**config.mk**
```make
export PLATFORM = sky130hd
export DESIGN_NAME = alu_seq
export DESIGN_NICKNAME = d
export VERILOG_FILES = /design/src/rtl/alu_pkg.sv /design/src/rtl/alu_seq_div.sv /design/src/rtl/alu_seq.sv
export SDC_FILE = /design/constraint.sdc
export NUM_CORES = 1
export LEC_CHECK = 0
export ABC_AREA = 1
export BUFFER_PORTS_ARGS = -buffer_cell sky130_fd_sc_hd__buf_4
export CAP_MARGIN = 20
export CELL_PAD_IN_SITES_DETAIL_PLACEMENT = 0
export CELL_PAD_IN_SITES_GLOBAL_PLACEMENT = 1
export CORE_ASPECT_RATIO = 1.2
export CORE_UTILIZATION = 40
export DETAILED_ROUTE_END_ITERATION = 16
export HOLD_SLACK_MARGIN = 0.08
export PLACE_DENSITY = 0.82
export REMOVE_ABC_BUFFERS = 1
export SLEW_MARGIN = 0
export SYNTH_ARGS = -nofsm -noshare
export SYNTH_HDL_FRONTEND = slang
export SYNTH_HIERARCHICAL = 1
export SYNTH_SLANG_ARGS = --single-unit
```
**constraint.sdc**
```tcl
create_clock -name clk -period 3.4 [get_ports clk]
set_clock_uncertainty 0.15 [all_clocks]
set_input_delay 0.34 -clock clk [delete_from_list [all_inputs] [get_ports clk]]
set_output_delay 0.34 -clock clk [all_outputs]
set_load 0.05 [all_outputs]
```
**src/rtl/alu_pkg.sv**
```systemverilog
// Shared opcode, flag-index and state encodings for the sequential ALU.
package alu_pkg;

  localparam int unsigned OP_BITS = 4;

  localparam logic [OP_BITS-1:0] OP_ADD = 4'b0001;
  localparam logic [OP_BITS-1:0] OP_SUB = 4'b0010;
  localparam logic [OP_BITS-1:0] OP_AND = 4'b0011;
  localparam logic [OP_BITS-1:0] OP_OR  = 4'b0100;
  localparam logic [OP_BITS-1:0] OP_XOR = 4'b0101;
  localparam logic [OP_BITS-1:0] OP_MUL = 4'b0110;
  localparam logic [OP_BITS-1:0] OP_SHL = 4'b0111;
  localparam logic [OP_BITS-1:0] OP_SHR = 4'b1000;
  localparam logic [OP_BITS-1:0] OP_NOT = 4'b1001;
  localparam logic [OP_BITS-1:0] OP_EQ  = 4'b1010;
  localparam logic [OP_BITS-1:0] OP_NE  = 4'b1011;
  localparam logic [OP_BITS-1:0] OP_GT  = 4'b1100;
  localparam logic [OP_BITS-1:0] OP_LT  = 4'b1101;
  localparam logic [OP_BITS-1:0] OP_DIV = 4'b1110;

  localparam int unsigned FLG_ZERO = 0;
  localparam int unsigned FLG_NEG  = 1;
  localparam int unsigned FLG_OVF  = 2;
  localparam int unsigned FLG_DBZ  = 3;
  localparam int unsigned FLG_W    = 4;

  localparam logic [1:0] ST_IDLE   = 2'd0;
  localparam logic [1:0] ST_DIVIDE = 2'd1;
  localparam logic [1:0] ST_DONE   = 2'd2;

endpackage

```
**src/rtl/alu_seq_div.sv**
```systemverilog
// Unsigned W-step restoring divider; the first step runs on the start edge,
// so done pulses W-1 cycles after start with quotient/remainder final.
module alu_seq_div #(
  parameter int unsigned W = 4
) (
  input  logic         clk,
  input  logic         reset_n,
  input  logic         start,
  input  logic [W-1:0] dividend,
  input  logic [W-1:0] divisor,
  output logic         busy,
  output logic         done,
  output logic [W-1:0] quotient,
  output logic [W-1:0] remainder
);

  localparam int unsigned CW = $clog2(W + 1);

  logic [W-1:0]  d_q;
  logic [CW-1:0] cnt;
  logic [W-1:0]  src_q, src_r, src_d, q_nx, r_nx;
  logic [W:0]    trial, dvs;

  // One restoring step, fed from the inputs on start or from the registers
  always_comb begin
    src_q = start ? dividend : quotient;
    src_r = start ? '0 : remainder;
    src_d = start ? divisor : d_q;
    trial = {src_r, src_q[W-1]};
    dvs   = {1'b0, src_d};
    r_nx  = trial[W-1:0];
    q_nx  = {src_q[W-2:0], 1'b0};
    if (trial >= dvs) begin
      r_nx    = W'(trial - dvs);
      q_nx[0] = 1'b1;
    end
  end

  always_ff @(posedge clk or posedge reset_n) begin
    if (reset_n) begin
      quotient  <= '0;
      remainder <= '0;
      d_q       <= '0;
      cnt       <= '0;
      busy      <= 1'b0;
      done      <= 1'b0;
    end else begin
      done <= 1'b0;
      if (start) begin
        quotient  <= q_nx;
        remainder <= r_nx;
        d_q       <= divisor;
        cnt       <= CW'(1);
        busy      <= 1'b1;
      end else if (busy) begin
        quotient  <= q_nx;
        remainder <= r_nx;
        cnt       <= cnt + CW'(1);
        if (cnt == CW'(W - 1)) begin
          busy <= 1'b0;
          done <= 1'b1;
        end
      end
    end
  end

endmodule

```
**src/rtl/alu_seq.sv**
```systemverilog
// Handshaked signed ALU: single-cycle ops plus an iterative signed divide,
// 2W-bit result and {dbz, ovf, neg, zero} flags held until consumed.
module alu_seq
  import alu_pkg::*;
#(
  parameter int unsigned W   = 4,
  parameter int unsigned OPW = 4
) (
  input  logic            clk,
  input  logic            reset_n,
  input  logic            in_valid,
  output logic            in_ready,
  input  logic [OPW-1:0]  op,
  input  logic [W-1:0]    a,
  input  logic [W-1:0]    b,
  output logic            out_valid,
  input  logic            out_ready,
  output logic [2*W-1:0]  result,
  output logic [FLG_W-1:0] flags
);

  localparam int unsigned RW = 2 * W;
  localparam logic [W-1:0] MIN_VAL = {1'b1, {(W - 1){1'b0}}};

  logic [1:0]             state, state_n;
  logic [W-1:0]           a_q, b_q;
  logic [RW-1:0]          result_n, alu_res;
  logic [FLG_W-1:0]       flags_n, alu_flg;
  logic                   alu_def_c, is_div_c, div_start_c, div_busy, div_done;
  logic signed [RW-1:0]   sa_c, sb_c;
  logic [W-1:0]           sum_w_c, dif_w_c;
  logic [W-1:0]           a_mag_c, b_mag_c, quo_mag, rem_mag, quo_c, rem_c;

  assign sa_c     = {{W{a[W-1]}}, a};
  assign sb_c     = {{W{b[W-1]}}, b};
  assign sum_w_c  = a + b;
  assign dif_w_c  = a - b;
  assign is_div_c = (op == OPW'(OP_DIV)) && (b != '0);
  assign a_mag_c  = a[W-1] ? W'(-a) : a;
  assign b_mag_c  = b[W-1] ? W'(-b) : b;
  assign quo_c    = (a_q[W-1] ^ b_q[W-1]) ? W'(-quo_mag) : quo_mag;
  assign rem_c    = a_q[W-1] ? W'(-rem_mag) : rem_mag;

  // Single-cycle datapath, including the divide-by-zero shortcut
  always_comb begin
    alu_res   = '0;
    alu_flg   = '0;
    alu_def_c = 1'b1;
    case (op)
      OPW'(OP_ADD): begin
        alu_res          = sa_c + sb_c;
        alu_flg[FLG_OVF] = (a[W-1] == b[W-1]) && (sum_w_c[W-1] != a[W-1]);
      end
      OPW'(OP_SUB): begin
        alu_res          = sa_c - sb_c;
        alu_flg[FLG_OVF] = (a[W-1] != b[W-1]) && (dif_w_c[W-1] != a[W-1]);
      end
      OPW'(OP_AND): alu_res = {{W{1'b0}}, a & b};
      OPW'(OP_OR):  alu_res = {{W{1'b0}}, a | b};
      OPW'(OP_XOR): alu_res = {{W{1'b0}}, a ^ b};
      OPW'(OP_MUL): alu_res = sa_c * sb_c;
      OPW'(OP_SHL): alu_res = {{(W - 1){1'b0}}, a, 1'b0};
      OPW'(OP_SHR): alu_res = sa_c >>> 1;
      OPW'(OP_NOT): alu_res = {{W{1'b0}}, ~a};
      OPW'(OP_EQ):  alu_res = {{(RW - 1){1'b0}}, (a == b)};
      OPW'(OP_NE):  alu_res = {{(RW - 1){1'b0}}, (a != b)};
      OPW'(OP_GT):  alu_res = {{(RW - 1){1'b0}}, ($signed(a) > $signed(b))};
      OPW'(OP_LT):  alu_res = {{(RW - 1){1'b0}}, ($signed(a) < $signed(b))};
      OPW'(OP_DIV): begin
        alu_def_c        = 1'b0;
        alu_res          = {a, {W{1'b1}}};
        alu_flg[FLG_DBZ] = 1'b1;
        alu_flg[FLG_NEG] = 1'b1;
      end
      default:      alu_def_c = 1'b0;
    endcase
    if (alu_def_c) begin
      alu_flg[FLG_ZERO] = (alu_res == '0);
      alu_flg[FLG_NEG]  = alu_res[RW-1];
    end
  end

  // Next-state and result/flag update
  always_comb begin
    state_n     = state;
    result_n    = result;
    flags_n     = flags;
    div_start_c = 1'b0;
    case (state)
      ST_IDLE: begin
        if (in_valid) begin
          if (is_div_c) begin
            if (!div_busy) begin
              state_n     = ST_DIVIDE;
              div_start_c = 1'b1;
            end
          end else begin
            state_n  = ST_DONE;
            result_n = alu_res;
            flags_n  = alu_flg;
          end
        end
      end
      ST_DIVIDE: begin
        if (div_done) begin
          state_n           = ST_DONE;
          result_n          = {rem_c, quo_c};
          flags_n           = '0;
          flags_n[FLG_ZERO] = ({rem_c, quo_c} == '0);
          flags_n[FLG_NEG]  = quo_c[W-1];
          flags_n[FLG_OVF]  = (a_q == MIN_VAL) && (b_q == '1);
        end
      end
      ST_DONE: begin
        if (out_ready) state_n = ST_IDLE;
      end
      default: state_n = ST_IDLE;
    endcase
  end

  always_ff @(posedge clk or posedge reset_n) begin
    if (reset_n) begin
      state     <= ST_IDLE;
      in_ready  <= 1'b1;
      out_valid <= 1'b0;
      result    <= '0;
      flags     <= '0;
      a_q       <= '0;
      b_q       <= '0;
    end else begin
      state     <= state_n;
      in_ready  <= (state_n == ST_IDLE);
      out_valid <= (state_n == ST_DONE);
      result    <= result_n;
      flags     <= flags_n;
      if (div_start_c) begin
        a_q <= a;
        b_q <= b;
      end
    end
  end

  alu_seq_div #(.W(W)) u_div (
    .clk       (clk),
    .reset_n   (reset_n),
    .start     (div_start_c),
    .dividend  (a_mag_c),
    .divisor   (b_mag_c),
    .busy      (div_busy),
    .done      (div_done),
    .quotient  (quo_mag),
    .remainder (rem_mag)
  );

endmodule

```
== After elaboration in Yosys (flattened, before gate mapping) ==
Index checks and enable logic that the tools add are counted.

* Add/subtract/negate cells: 10
* Multiply operators: 1
* Order comparisons: 3
* Eq/ne operators: 29
* Multiplexer cells: 44
* Bitwise logic cells: 5
* Reduce and logical (&&, ||, !) cells: 13

{| class="wikitable"
|+ Operators with widths
! cell !! number
|-
| one-hot mux 8 bit (14 select lines) || 1
|-
| two-way mux 4 bit || 15
|-
| equality test 4 bit (second input constant) || 9
|-
| two-way mux 8 bit || 3
|-
| equality test 4 x 3 -> 1 bit (second input constant) || 4
|-
| logical NOT 8 bit || 2
|-
| negation 4 bit || 4
|-
| one-hot mux 8 bit (2 select lines) || 1
|-
| two-way mux 1 bit || 13
|-
| OR reduction 13 bit || 1
|-
| two-way mux 2 bit || 6
|-
| equality test 4 x 2 -> 1 bit (second input constant) || 2
|-
| multiplier 4 x 4 -> 8 bit || 1
|-
| one-hot mux 4 bit (2 select lines) || 1
|-
| subtractor 4 bit || 2
|-
| two-way mux 3 bit || 2
|-
| one-hot mux 2 bit (3 select lines) || 1
|-
| adder 4 x 4 -> 5 bit || 1
|-
| greater-or-equal comparator 5 x 4 -> 1 bit || 1
|-
| subtractor 4 x 4 -> 5 bit || 1
|-
| adder 4 bit || 1
|-
| AND 4 bit || 1
|-
| equality test 2 bit (second input constant) || 2
|-
| equality test 4 x 1 -> 1 bit (second input constant) || 1
|-
| other kinds (21) || 29
|}

* Register bits: 41
* Bits of input ports: 16
* Output and inout bits: 14

== Depth between registers and ports, before layout ==
* Depth after elaboration: 10
* Depth in mapped cells: 20

== Hierarchy ==
The synthesis kept the hierarchy.

{| class="wikitable"
|+ By module, submodules not included
! module !! times used !! cells an instance !! area an instance (um^2)
|-
| alu_seq || 1 || 453 || 3,049.2
|-
| alu_seq_div || 1 || 115 || 952.2
|}

== Worst setup path after synthesis ==
No wires, ideal clock.

* Path kind: input -> register
* Start: input a[0]
* End: register flags[0]
* Setup time: 73 ps
* Arrival: 3,420 ps
* Data required time: 3,177 ps
* Path slack: -243 ps
* Stages: 19
* Buffers on the path: 0
* Path through: inv_1 > nand2_1 > fa_1 > fa_1 > fa_1 > inv_1 > ha_1 > fa_1 > nand3_1 > nand2_1 > nand2_1 > nand2_1 > nand2_1 > nand2_1 > nand2_1 > nand2_1 > nor2_1 > nand2_1 > a21oi_2

* Word-level cells in the longest chain between the ends: 7
* Elaborated cells between the ends (all ways): 17

{| class="wikitable"
|+ Ends and longest elaborated chain
! item !! RTL line !! text
|-
| start, declared || alu_seq.sv:14 || <nowiki>input logic [W-1:0] a,</nowiki>
|-
| multiplier 4 x 4 -> 8 bit, or another cell as far along || alu_seq.sv:61 || <nowiki>OPW'(OP_MUL): alu_res = sa_c * sb_c;</nowiki>
|-
| one-hot mux 8 bit (14 select lines) (*) || alu_seq.sv:49 || <nowiki>case (op)</nowiki>
|-
| logical NOT 8 bit (*) || alu_seq.sv:78 || <nowiki>alu_flg[FLG_ZERO] = (alu_res == '0);</nowiki>
|-
| two-way mux 2 bit (*) || alu_seq.sv:77 || <nowiki>if (alu_def_c) begin</nowiki>
|-
| two-way mux 4 bit (*) || alu_seq.sv:92 || <nowiki>if (is_div_c) begin</nowiki>
|-
| two-way mux 4 bit (*) || alu_seq.sv:91 || <nowiki>if (in_valid) begin</nowiki>
|-
| one-hot mux 4 bit (2 select lines) (*) || alu_seq.sv:89 || <nowiki>case (state)</nowiki>
|-
| end signal, assigned || alu_seq.sv:135 || <nowiki>flags <= flags_n;</nowiki>
|-
| end, declared || alu_seq.sv:19 || <nowiki>output logic [FLG_W-1:0] flags</nowiki>
|}

Mark *: on every way between the ends. The rest lies on a longest branch, timed or not. The select of a mux whose other input is x is not followed.
A chain may end at the register's enable or synchronous reset.

== Worst setup path in the final report ==
Ends and elaborated chain as after synthesis.

==> reports/summary.txt <==
DRC: 0
Final nets: 685
Fin crit share: 0.9966
Skew-Pair Late Insertion Delay: 0.28 ns
Fraction of the mapped netlist area in adder cells: 0.1757
Die ar.: 10410 µm²
Final WL: 10510 µm
Post-synthesis sequential area ratio: 0.2567
Count of pins over their slew limit: 0
Vias in the first global route: 3741
Total gr overflow: 0
Status: completed
Unrepaired setup endpoints after global routing: true
Most common cell after layout, fill and taps aside: nand2_1
F_max: 0.2951 GHz
Dominant cell type by area after synthesis: dfrtp_1
Share of layout cells above drive strength 1: 0.1900
Slew @ Worst Pin: 0.9122 ns
Die Ht: 111.6 µm
Post-synthesis mux area share: 0
Top Ports: 30
Leak pwr: 2.574 nW
Util after Layout: 0.4960
Endpoints failing hold: 0
Total track usage: 0.2188
Post-synthesis compound-gate area fraction: 0.09944
Root buf cell: clkbuf_16
Post-Synth Simple-Gate Area: 0.3418
Dpl cells: 735
Synthesized flop and latch total: 41
TritonCTS clock tree: done
Ant diodes: 0
Hold WC Path Type: primary input to register
Final cell count without fillers: 744
Initial antenna violation count: 0
Placed Area: 4482 µm²
Most frequent cells in the layout: 155 x nand2_1, 84 x inv_1, 58 x nor2_1, 51 x buf_4, 44 x nand3_1
Initial core utilization: 0.4162
Final ANT Viol Nets: 0
H-Tree Depth: 2
DR iter-0 viols: 185
Startpoint Class: primary input
CP max FO: 3
Post-layout instance area: 4768 µm²
Die Width: 93.30 µm
Synth top area cells: dfrtp_1 25%, nand2_1 15%, ha_1 12%, inv_1 8.0%, fa_1 6.0%
Site Rows: 39
Overall power: 3.309 mW
Mean Syn Cell Area: 7.045 µm²
Drt wl/cell: 14.13 µm
Max_slew headroom: 0.3912
Post-synthesis xor/xnor area fraction: 0.02189
Pre-CTS setup slack: -0.4781 ns
Max-cap violation count: 0
Pin count of the biggest net entering global routing: 25
Min Hold Slack: 0.2429 ns
Total iterations of the first detailed-routing run: 4
Tmin final: 3.388 ns
Yosys top cell area share: 0.2502
Crit Path Category: primary input to register
Detailed-route vias per instance: 4.942
First-pass GRT wire length: 17860 µm
Vias post-DR: 3677
Maximum clock path buffer count: 2
Synth-to-layout area growth: 19.17%
Synth unique cells: 38
PwrDens: 694.0 nW/µm²
Global placer's final weighted congestion: 0.8839
Post-DP HPWL: 8537 µm
Core area: 9613 µm²
Total CTS buffers: 5
Mapped Area: 4001 µm²
Synth warn: 6
Setup TNS: 0 ns
Fill cell count: 956
Reg clk slew, reported paths: 0.06 ns
I/O Buffers: 29
Largest family of logic cells by synthesized area: simple AND/OR/NAND/NOR gates
Clock Sinks: 41
Maximum vdd drop: 0.4990 mV
Final WS setup: 0.01171 ns
Crit end category: register
# setup viols final: 0
Worst Path Arrival: 3.45 ns
Worst path required time: 3.46 ns
Synthesized netlist cell count: 568
worst max-delay path, stage by stage:
cell and delay [ns]:
buf_8 0.10, inv_4 0.05, nand2_4 0.04, fa_1 0.55, fa_1 0.45, fa_1 0.52
inv_1 0.04, ha_2 0.17, fa_2 0.37, nand3_2 0.09, nand2_1 0.05, nand2_1 0.07
nand2_1 0.05, nand2_1 0.06, nand2_1 0.05, nand2_1 0.07, nand2_2 0.08, nor2_2 0.09
nand2_1 0.07, a21oi_2 0.12
sequential cells by signal, summed over array words and instances, names as in the netlist:
name             count
result               8
a_q                  4
b_q                  4
flags                4
u_div/d_q            4
u_div/quotient       4
u_div/remainder      4
u_div/cnt            3
state                2
in_ready             1
out_valid            1
u_div/busy           1
u_div/done           1
worst paths after layout:
path | slack (ns) | endpoint | cells after the start | start
max | 0.01 | flags[0]$_DFFE_PP0P_ | 20 | a[0]
min | 0.24 | out_valid$_DFF_PP0_ | 4 | out_ready
max reg2reg | 0.70 | u_div/remainder[3]$_DFFE_PP0P_ | 15 | state[1]$_DFF_PP0_
min reg2reg | 0.32 | flags[3]$_DFFE_PP0P_ | 2 | flags[3]$_DFFE_PP0P_
max in group asynchronous | 1.84 | b_q[1]$_DFFE_PP0P_ | 3 | reset_n
min in group asynchronous | 0.59 | u_div/done$_DFF_PP0_ | 3 | reset_n
power by group:
group	internal (mW)	switching (mW)
Clock	0.419	0.189
Sequential	0.707	0.153
Combinational	0.664	1.18
area by class of cell:
class / instances / area [µm²] / area share
Clock buffer: 5 / 125.1 / 0.02624
Clock inverter: 3 / 65.06 / 0.01364
Inverter: 91 / 349.1 / 0.07321
Multi-Input combinational cell: 427 / 2629 / 0.5513
Sequential cell: 41 / 1027 / 0.2154
Tap cell: 123 / 153.9 / 0.03228
Timing Repair Buffer: 54 / 419.2 / 0.08790
metal layers:
metal	track usage	vias to the layer above	wire length, µm
met1	0.2695	1726	4734
li1	-	1891	-
met4	0.06051	0	262
met5	0	-	0
met3	0.03210	13	158
met2	0.3922	47	5355
cells in the mapped netlist (all sizes together):
library cell,n
a31oi,2
a22o,1
nor2,70
nor4,3
buf,9
nand3,48
nor3,4
ha,37
o22a,1
o22ai,1
a21oi,15
nand2,168
xor2,7
dfrtp,40
o211ai,3
or2,4
inv,90
fa,12
o21ai,37
clkinv,1
nand3b,5
dfstp,1
xnor2,3
nand4,6
cells by family (layout without fill, tap and decap cells):
group | count (synthesis) | after routing
and+or+nand+nor | 308 | 308
buffers and inverters | 100 | 153
xor gates and xnor gates | 10 | 10
AOI/OAI and AO/OA | 60 | 60
adders and majority gates | 49 | 49
DFF | 41 | 41
timing repair:
| action | 4_1_cts | 5_1_grt |
|---|---|---|
| gates resized for setup | 7 | 15 |
| hold buffers | 1 | 0 |
| setup buffers | 0 | 0 |
| pin swaps | 7 | 16 |
| endpoints found under the setup margin | 4 | 6 |
| hold endpoints to repair | 17 | 0 |
| cloned | 0 | 0 |
No activity file was read; power rests on OpenSTA's default activity.
